--- config.mk ---
export PLATFORM = sky130hd
export DESIGN_NAME = reduction_stream_engine
export DESIGN_NICKNAME = d
export VERILOG_FILES = /design/src/rtl/reduction_stream_engine.sv
export SDC_FILE = /design/constraint.sdc
export NUM_CORES = 1
export LEC_CHECK = 0
export ABC_AREA = 1
export CAP_MARGIN = 30
export CORE_ASPECT_RATIO = 1.5
export CORE_UTILIZATION = 45
export CTS_CLUSTER_SIZE = 25
export DETAILED_ROUTE_END_ITERATION = 7
export MAX_ROUTING_LAYER = met4
export PLACE_DENSITY_LB_ADDON = 0.1
export SLEW_MARGIN = 5
export SYNTH_ARGS = -nofsm -noshare
export SYNTH_HDL_FRONTEND = slang
export SYNTH_SLANG_ARGS = --single-unit
--- constraint.sdc ---
create_clock -name clk -period 5.9 [get_ports clk]
set_clock_uncertainty 0.15 [all_clocks]
set_input_delay 0.885 -clock clk [delete_from_list [all_inputs] [get_ports clk]]
set_output_delay 0.885 -clock clk [all_outputs]
set_load 0.005 [all_outputs]
--- src/rtl/reduction_stream_engine.sv ---
// Multi-cycle AND/OR/XOR/popcount reducer over a wide operand bus,
// folding CHUNK_WIDTH bits per cycle behind valid/ready handshakes.
module reduction_stream_engine #(
    parameter int  DATA_WIDTH  = 256,
    parameter int  CHUNK_WIDTH = 64,
    localparam int NUM_CHUNKS  = (DATA_WIDTH + CHUNK_WIDTH - 1) / CHUNK_WIDTH,
    localparam int CNT_W       = $clog2(DATA_WIDTH + 1)
) (
    input  logic                  clk,
    input  logic                  rst,
    input  logic                  in_valid,
    output logic                  in_ready,
    input  logic [DATA_WIDTH-1:0] in_data,
    output logic                  out_valid,
    input  logic                  out_ready,
    output logic                  out_and,
    output logic                  out_or,
    output logic                  out_xor,
    output logic [CNT_W-1:0]      out_popcount
);
    localparam int PAD_W  = NUM_CHUNKS * CHUNK_WIDTH;
    localparam int LAST_W = DATA_WIDTH - (NUM_CHUNKS - 1) * CHUNK_WIDTH;
    localparam int IDX_W  = (NUM_CHUNKS > 1) ? $clog2(NUM_CHUNKS) : 1;
    localparam logic [CHUNK_WIDTH-1:0] LAST_MASK =
        {CHUNK_WIDTH{1'b1}} >> (CHUNK_WIDTH - LAST_W);
    localparam logic [IDX_W-1:0] LAST_IDX = IDX_W'(NUM_CHUNKS - 1);

    localparam logic [1:0] S_IDLE = 2'd0;
    localparam logic [1:0] S_BUSY = 2'd1;
    localparam logic [1:0] S_DONE = 2'd2;

    logic [1:0]       state_q, state_d;
    logic [PAD_W-1:0] sr_q, sr_d;
    logic [IDX_W-1:0] cnt_q, cnt_d;
    logic             acc_and_q, acc_and_d;
    logic             acc_or_q, acc_or_d;
    logic             acc_xor_q, acc_xor_d;
    logic [CNT_W-1:0] acc_pop_q, acc_pop_d;
    logic             res_and_q, res_and_d;
    logic             res_or_q, res_or_d;
    logic             res_xor_q, res_xor_d;
    logic [CNT_W-1:0] res_pop_q, res_pop_d;

    logic [CHUNK_WIDTH-1:0] chunk;
    logic [CHUNK_WIDTH-1:0] mask;
    logic [CNT_W-1:0]       chunk_pop;
    logic                   last;
    logic                   fold_and, fold_or, fold_xor;
    logic [CNT_W-1:0]       fold_pop;

    // Padding above DATA_WIDTH is zero in the shift register, so only AND
    // needs the mask to see pad bits as ones.
    always_comb begin
        chunk     = sr_q[CHUNK_WIDTH-1:0];
        last      = (cnt_q == LAST_IDX);
        mask      = last ? LAST_MASK : {CHUNK_WIDTH{1'b1}};
        chunk_pop = '0;
        for (int i = 0; i < CHUNK_WIDTH; i++) begin
            chunk_pop = chunk_pop + CNT_W'(chunk[i]);
        end
        fold_and = acc_and_q & (&(chunk | ~mask));
        fold_or  = acc_or_q | (|chunk);
        fold_xor = acc_xor_q ^ (^chunk);
        fold_pop = acc_pop_q + chunk_pop;
    end

    always_comb begin
        state_d   = state_q;
        sr_d      = sr_q;
        cnt_d     = cnt_q;
        acc_and_d = acc_and_q;
        acc_or_d  = acc_or_q;
        acc_xor_d = acc_xor_q;
        acc_pop_d = acc_pop_q;
        res_and_d = res_and_q;
        res_or_d  = res_or_q;
        res_xor_d = res_xor_q;
        res_pop_d = res_pop_q;
        case (state_q)
            S_IDLE: begin
                if (in_valid) begin
                    sr_d      = PAD_W'(in_data);
                    cnt_d     = '0;
                    acc_and_d = 1'b1;
                    acc_or_d  = 1'b0;
                    acc_xor_d = 1'b0;
                    acc_pop_d = '0;
                    state_d   = S_BUSY;
                end
            end
            S_BUSY: begin
                acc_and_d = fold_and;
                acc_or_d  = fold_or;
                acc_xor_d = fold_xor;
                acc_pop_d = fold_pop;
                sr_d      = sr_q >> CHUNK_WIDTH;
                cnt_d     = cnt_q + IDX_W'(1);
                if (last) begin
                    res_and_d = fold_and;
                    res_or_d  = fold_or;
                    res_xor_d = fold_xor;
                    res_pop_d = fold_pop;
                    state_d   = S_DONE;
                end
            end
            S_DONE: begin
                if (out_ready) begin
                    state_d = S_IDLE;
                end
            end
            default: state_d = S_IDLE;
        endcase
    end

    always_ff @(posedge clk) begin
        if (rst) begin
            state_q   <= S_IDLE;
            sr_q      <= '0;
            cnt_q     <= '0;
            acc_and_q <= 1'b1;
            acc_or_q  <= 1'b0;
            acc_xor_q <= 1'b0;
            acc_pop_q <= '0;
            res_and_q <= 1'b1;
            res_or_q  <= 1'b0;
            res_xor_q <= 1'b0;
            res_pop_q <= '0;
        end else begin
            state_q   <= state_d;
            sr_q      <= sr_d;
            cnt_q     <= cnt_d;
            acc_and_q <= acc_and_d;
            acc_or_q  <= acc_or_d;
            acc_xor_q <= acc_xor_d;
            acc_pop_q <= acc_pop_d;
            res_and_q <= res_and_d;
            res_or_q  <= res_or_d;
            res_xor_q <= res_xor_d;
            res_pop_q <= res_pop_d;
        end
    end

    assign in_ready     = (state_q == S_IDLE);
    assign out_valid    = (state_q == S_DONE);
    assign out_and      = res_and_q;
    assign out_or       = res_or_q;
    assign out_xor      = res_xor_q;
    assign out_popcount = res_pop_q;

endmodule

# Word level (Yosys, flattened, before mapping)
# Cells that the tools add are included.
word_totals:
  latch_bits: 0
  word_cells: 108
  mem_bits_ro: 0
  ram_bits: 0
  ff_bits: 284
  n_memories: 0
  inputBits: 260
classes:
  n_reduce_logical: 8
  n_mux: 15
  n_div: 0
  bitwise: 3
  n_mul: 0
  shifts: 0
  magnitude_cmp: 0
  n_eq_ne: 6
  n_addsub: 65
ops:
  columns: ["op", "count"]
  rows:
  - ["one-hot mux 256 bit (2 select lines)", 1]
  - ["adder 9 x 1 -> 9 bit", 55]
  - ["two-way mux 256 bit", 1]
  - ["AND reduction 64 bit", 1]
  - ["OR reduction 64 bit", 1]
  - ["XOR reduction 64 bit", 1]
  - ["one-hot mux 9 bit (2 select lines)", 1]
  - ["adder 8 x 1 -> 9 bit", 1]
  - ["adder 9 bit", 1]
  - ["two-way mux 9 bit", 1]
  - ["adder 7 x 1 -> 8 bit", 1]
  - ["two-way mux 2 bit", 4]
  - ["adder 6 x 1 -> 7 bit", 1]
  - ["adder 5 x 1 -> 6 bit", 1]
  - ["one-hot mux 1 bit (2 select lines)", 3]
  - ["one-hot mux 2 bit (3 select lines)", 1]
  - ["adder 4 x 1 -> 5 bit", 1]
  - ["adder 3 x 1 -> 4 bit", 1]
  - ["== test 2 bit, second input constant", 2]
  - ["inequality test 2 bit, second input constant", 2]
  - ["one-hot mux 2 bit (2 select lines)", 1]
  - ["AND reduction 2 bit", 2]
  - ["adder 2 x 1 -> 3 bit", 1]
  - ["AND reduction 3 bit", 1]
  - ["other kinds (10)", 11]

# Logic depth before layout (Yosys ltp)
depth:
  depth_word: 65
  depth_mapped: 24
  mapped_depth_nobuf: 24

# Worst setup path before layout
# No wires, ideal clock.
synth_timing:
  path_kind: "reg2reg"
  startpoint: "reg sr_q[59]"
  endpoint: "reg res_pop_q[6] (netlist: out_popcount[6])"
  setup_slack_ns: -0.239
  setup_ns: 0.070
  period_less_slack_ns: 6.139
  required_ns: 5.680
  path_stages_with_launch: 24
  n_path_buf: 0
  arrival_time_ns: 5.918
  path_cell_list: "dfxtp_1 -> inv_1 -> fa_1 -> fa_1 -> inv_1 -> fa_1 -> inv_1 -> fa_1 -> fa_1 -> fa_1 -> fa_1 -> fa_1 -> fa_1 -> fa_1 -> inv_1 -> nand3_1 -> nand2_1 -> nand2_1 -> nand2_1 -> a21oi_1 -> xor2_1 -> nor2_1 -> nand2_1 -> a21oi_1"
synth_via:
  elab_chain_cells: 6
synth_rtl:
  columns: ["element", "line", "source"]
  rows:
  - ["start: declaration", "33", "logic [PAD_W-1:0] sr_q, sr_d;"]
  - ["start signal: assignment", "130", "sr_q <= sr_d;"]
  - ["adder 9 x 1 -> 9 bit (5 in series)", "59", "chunk_pop = chunk_pop + CNT_W'(chunk[i]);"]
  - ["adder 9 bit", "64", "fold_pop = acc_pop_q + chunk_pop;"]
  - ["end signal: assignment", "139", "res_pop_q <= res_pop_d;"]
  - ["end: declaration", "42", "logic [CNT_W-1:0] res_pop_q, res_pop_d;"]
# Every way passes these cells.
# A chain may end at the register's enable or synchronous reset.

# Final worst setup path
layout_timing:
  startpoint: "reg sr_q[39]"
  endpoint: "reg res_pop_q[6] (netlist: out_popcount[6])"
layout_via:
  elab_chain_cells: 26
layout_rtl:
  columns: ["element", "line"]
  rows:
  - ["adder 9 x 1 -> 9 bit (25 in series)", "59"]
  - ["adder 9 bit", "64"]
# Every way passes these cells.

==> flow_metrics.env <==
export IMPL_tns_ns=-2.90
export IMPL_antenna_left=0
export IMPL_num_vias=13600
export IMPL_ctsHoldBuffers=0
export IMPL_p_leak_nw=7.97
export IMPL_start_util=0.460
export IMPL_avgSynthCellArea_um2=8.09
export IMPL_r2r_slack_ns=-0.38
export IMPL_post_route_min_period_ns=6.28
export IMPL_rsz0062_at_grt="true"
export IMPL_final_cell_mix="a21oi_1, dfxtp_1, clkdlybuf4s50_1, nand2_1, o22ai_1"
export IMPL_syn_num_nets=2223
export IMPL_worstHoldPathType="flop to flop"
export IMPL_die_area_um2=33400
export IMPL_die_h_um=223
export IMPL_drcViolationCount=0
export IMPL_io_buffers=273
export IMPL_clk_path_buf_depth=3
export IMPL_async_flop_share=0
export IMPL_fp_row_count=80
export IMPL_drive_above_1_share=0.0843
export IMPL_place_congestion=0.888
export IMPL_antenna_found_initial=6
export IMPL_maxCapViolations=0
export IMPL_finalCritPeriodShare=1.06
export IMPL_cts_made_buffers=29
export IMPL_ys_warn_count=0
export IMPL_violations="negative setup slack"
export IMPL_synth_area_um2=14700
export IMPL_worst_slack_ns=-0.381
export IMPL_slew_headroom=0.292
export IMPL_ctsRootBufferMaster="clkbuf_16"
export IMPL_fmax_mhz=159
export IMPL_dp_slack_ns=-0.491
export IMPL_h_tree_depth=1
export IMPL_synth_flop_cell="dfxtp_1"
export IMPL_avgRoutedWirePerCell_um=18.9
export IMPL_status="complete, but fails checks"
export IMPL_crit_arrival_ns=6.61
export IMPL_place_hpwl_um=33700
export IMPL_power_density_nw_per_um2=682
export IMPL_grt_max_degree=205
export IMPL_synth_cell_type_count=34
export IMPL_r2r_end="out_popcount[6]"
export IMPL_cp_start_kind="flop"
export IMPL_cts_tree="yes"
export IMPL_final_hold_violation_count=0
export IMPL_grt_usage=0.287
export IMPL_drt_vias_per_instance=5.46
export IMPL_synth_edf_count=0
export IMPL_reg2reg_depth=23
export IMPL_ys_seq_elements=284
export IMPL_setup_viol=14
export IMPL_core_area_um2=31900
export IMPL_worst_pin_slew_ns=1.06
export IMPL_first_iter_violations=1021
export IMPL_die_w_um=150
export IMPL_final_util=0.596
export IMPL_startpoint="sr_q[39]"
export IMPL_clkSinkCount=284
export IMPL_rr_startpoint="sr_q[39]"
export IMPL_worst_setup_path_end_kind="flop"
export IMPL_worstSetupPathType="flop to flop"
export IMPL_synth_seq_area_share=0.387
export IMPL_gr_total_overflow=0
export IMPL_first_pass_iters=5
export IMPL_wirelength_um=47000
export IMPL_insertion_delay_ns=0.55
export IMPL_crit_required_ns=6.23
export IMPL_area_growth_pct=29.6
export IMPL_path_clk_slew_ns=0.06
export IMPL_nNetsFinal=2462
export IMPL_synthCells=1816
export IMPL_ios=274
export IMPL_crit_end="out_popcount[6]"
export IMPL_drv_slew=0
export IMPL_vdd_drop_max_uv=2080
export IMPL_worstPathMaxFanout=2
export IMPL_grt_pass1_vias=13100
export IMPL_grt_pass1_wl_um=71700
[stage by stage]
step                      instance area, um^2  instances  hold WS [ns]  power (W)
after CTS                               19000       2484         0.312     0.0126
after floorplan                         14700       1816         0.279    0.00716
final                                   19000       2492         0.310     0.0130
after global placement                  17900       2428         0.293    0.00951
after global routing                    19000       2492         0.326     0.0139
after detailed placement                17900       2429         0.304    0.00974
[layer usage]
layer  part of all wire  GRT usage  vias up  routed length (um)
met3              0.050     0.0405       78                2330
met1               0.42      0.357     6370               19700
met2               0.50      0.468      381               23400
met4              0.033      0.105        0                1570
met5                  0          -        -                   0
li1                   -          -     6767                   -
[cell families after synthesis]
kind of cell	after synthesis	share of synthesized area
XOR/XNOR	23	0.0137
AO/OA/AOI/OAI	681	0.250
AND/OR/NAND/NOR	365	0.105
flip-flops	284	0.387
buffers and inverters	316	0.0899
adder cells (fa/ha/maj)	147	0.154
[where the power goes]
group | total [W] | leakage (nW) | internal (W) | switching [W]
registers | 0.00226 | 2.35 | 0.00213 | 0.000129
clock network | 0.00196 | 0.493 | 0.00118 | 0.000786
logic | 0.00877 | 5.13 | 0.00418 | 0.00459
[what timing repair did]
| action | in CTS | in global routing |
|---|---|---|
| resized for setup | 19 | 9 |
| setup buffers | 3 | 2 |
| setup endpoints to repair | 16 | 16 |
| gates cloned | 0 | 0 |
| pin swaps | 21 | 14 |
[area by class of cell]
| cell class | instances | area (um^2) |
|---|---|---|
| Fill cell | 2890 | 12900 |
| Multi-Input combinational cell | 1216 | 7800 |
| Sequential cell | 284 | 5700 |
| Timing Repair Buffer | 350 | 3340 |
| Clock buffer | 41 | 851 |
| Inverter | 174 | 661 |
| Tap cell | 410 | 513 |
| Clock inverter | 11 | 166 |
| Antenna cell | 6 | 15.0 |
[worst min-delay path by stage]
stage	from	cells after the start	end
floorplan	cnt_q[0]	1	cnt_q[0]
global placement	cnt_q[0]	1	cnt_q[0]
detailed placement	sr_q[229]	2	sr_q[229]
CTS	sr_q[197]	2	sr_q[197]
global route	sr_q[207]	2	sr_q[207]
finish	sr_q[222]	2	sr_q[222]
[state kept, by name, indices dropped and copies added, names as in the netlist]
| name | count |
|---|---|
| acc_xor_q | 1 |
| state_q | 2 |
| acc_and_q | 1 |
| out_or | 1 |
| out_popcount | 9 |
| sr_q | 256 |
| cnt_q | 2 |
| out_xor | 1 |
| acc_pop_q | 9 |
| out_and | 1 |
| acc_or_q | 1 |
[critical path: stages (launching register included)]
cell and delay, ns:
dfxtp_2 0.34, inv_2 0.05, fa_1 0.56, inv_2 0.05, fa_1 0.48, inv_1 0.06, fa_2 0.52, fa_1 0.45
fa_1 0.54, fa_1 0.46, fa_1 0.54, fa_1 0.44, fa_2 0.37, fa_2 0.34, inv_2 0.07, nand3_2 0.06
nand2_2 0.08, nand2_1 0.06, nand2_1 0.07, a21oi_2 0.06, xor2_1 0.16, nor2_1 0.14, nand2_1 0.07, a21oi_1 0.11
[cell usage after synthesis, types with 3 or more instances]
cell type,instances,area share
a211oi_1,3,0.0015
a21oi_1,280,0.095
buf_2,57,0.019
buf_4,15,0.0077
clkbuf_1,68,0.017
dfxtp_1,284,0.39
fa_1,56,0.076
ha_1,91,0.077
inv_1,169,0.043
inv_2,4,0.0010
nand2_1,227,0.058
nand3_1,81,0.028
nand4_1,16,0.0068
nor2_1,29,0.0074
o211ai_1,3,0.0015
o21ai_0,66,0.022
o21ai_1,132,0.045
o22ai_1,192,0.082
or2_2,5,0.0021
xnor2_1,10,0.0060
xor2_1,13,0.0078
No activity file was read; power rests on OpenSTA's default activity.
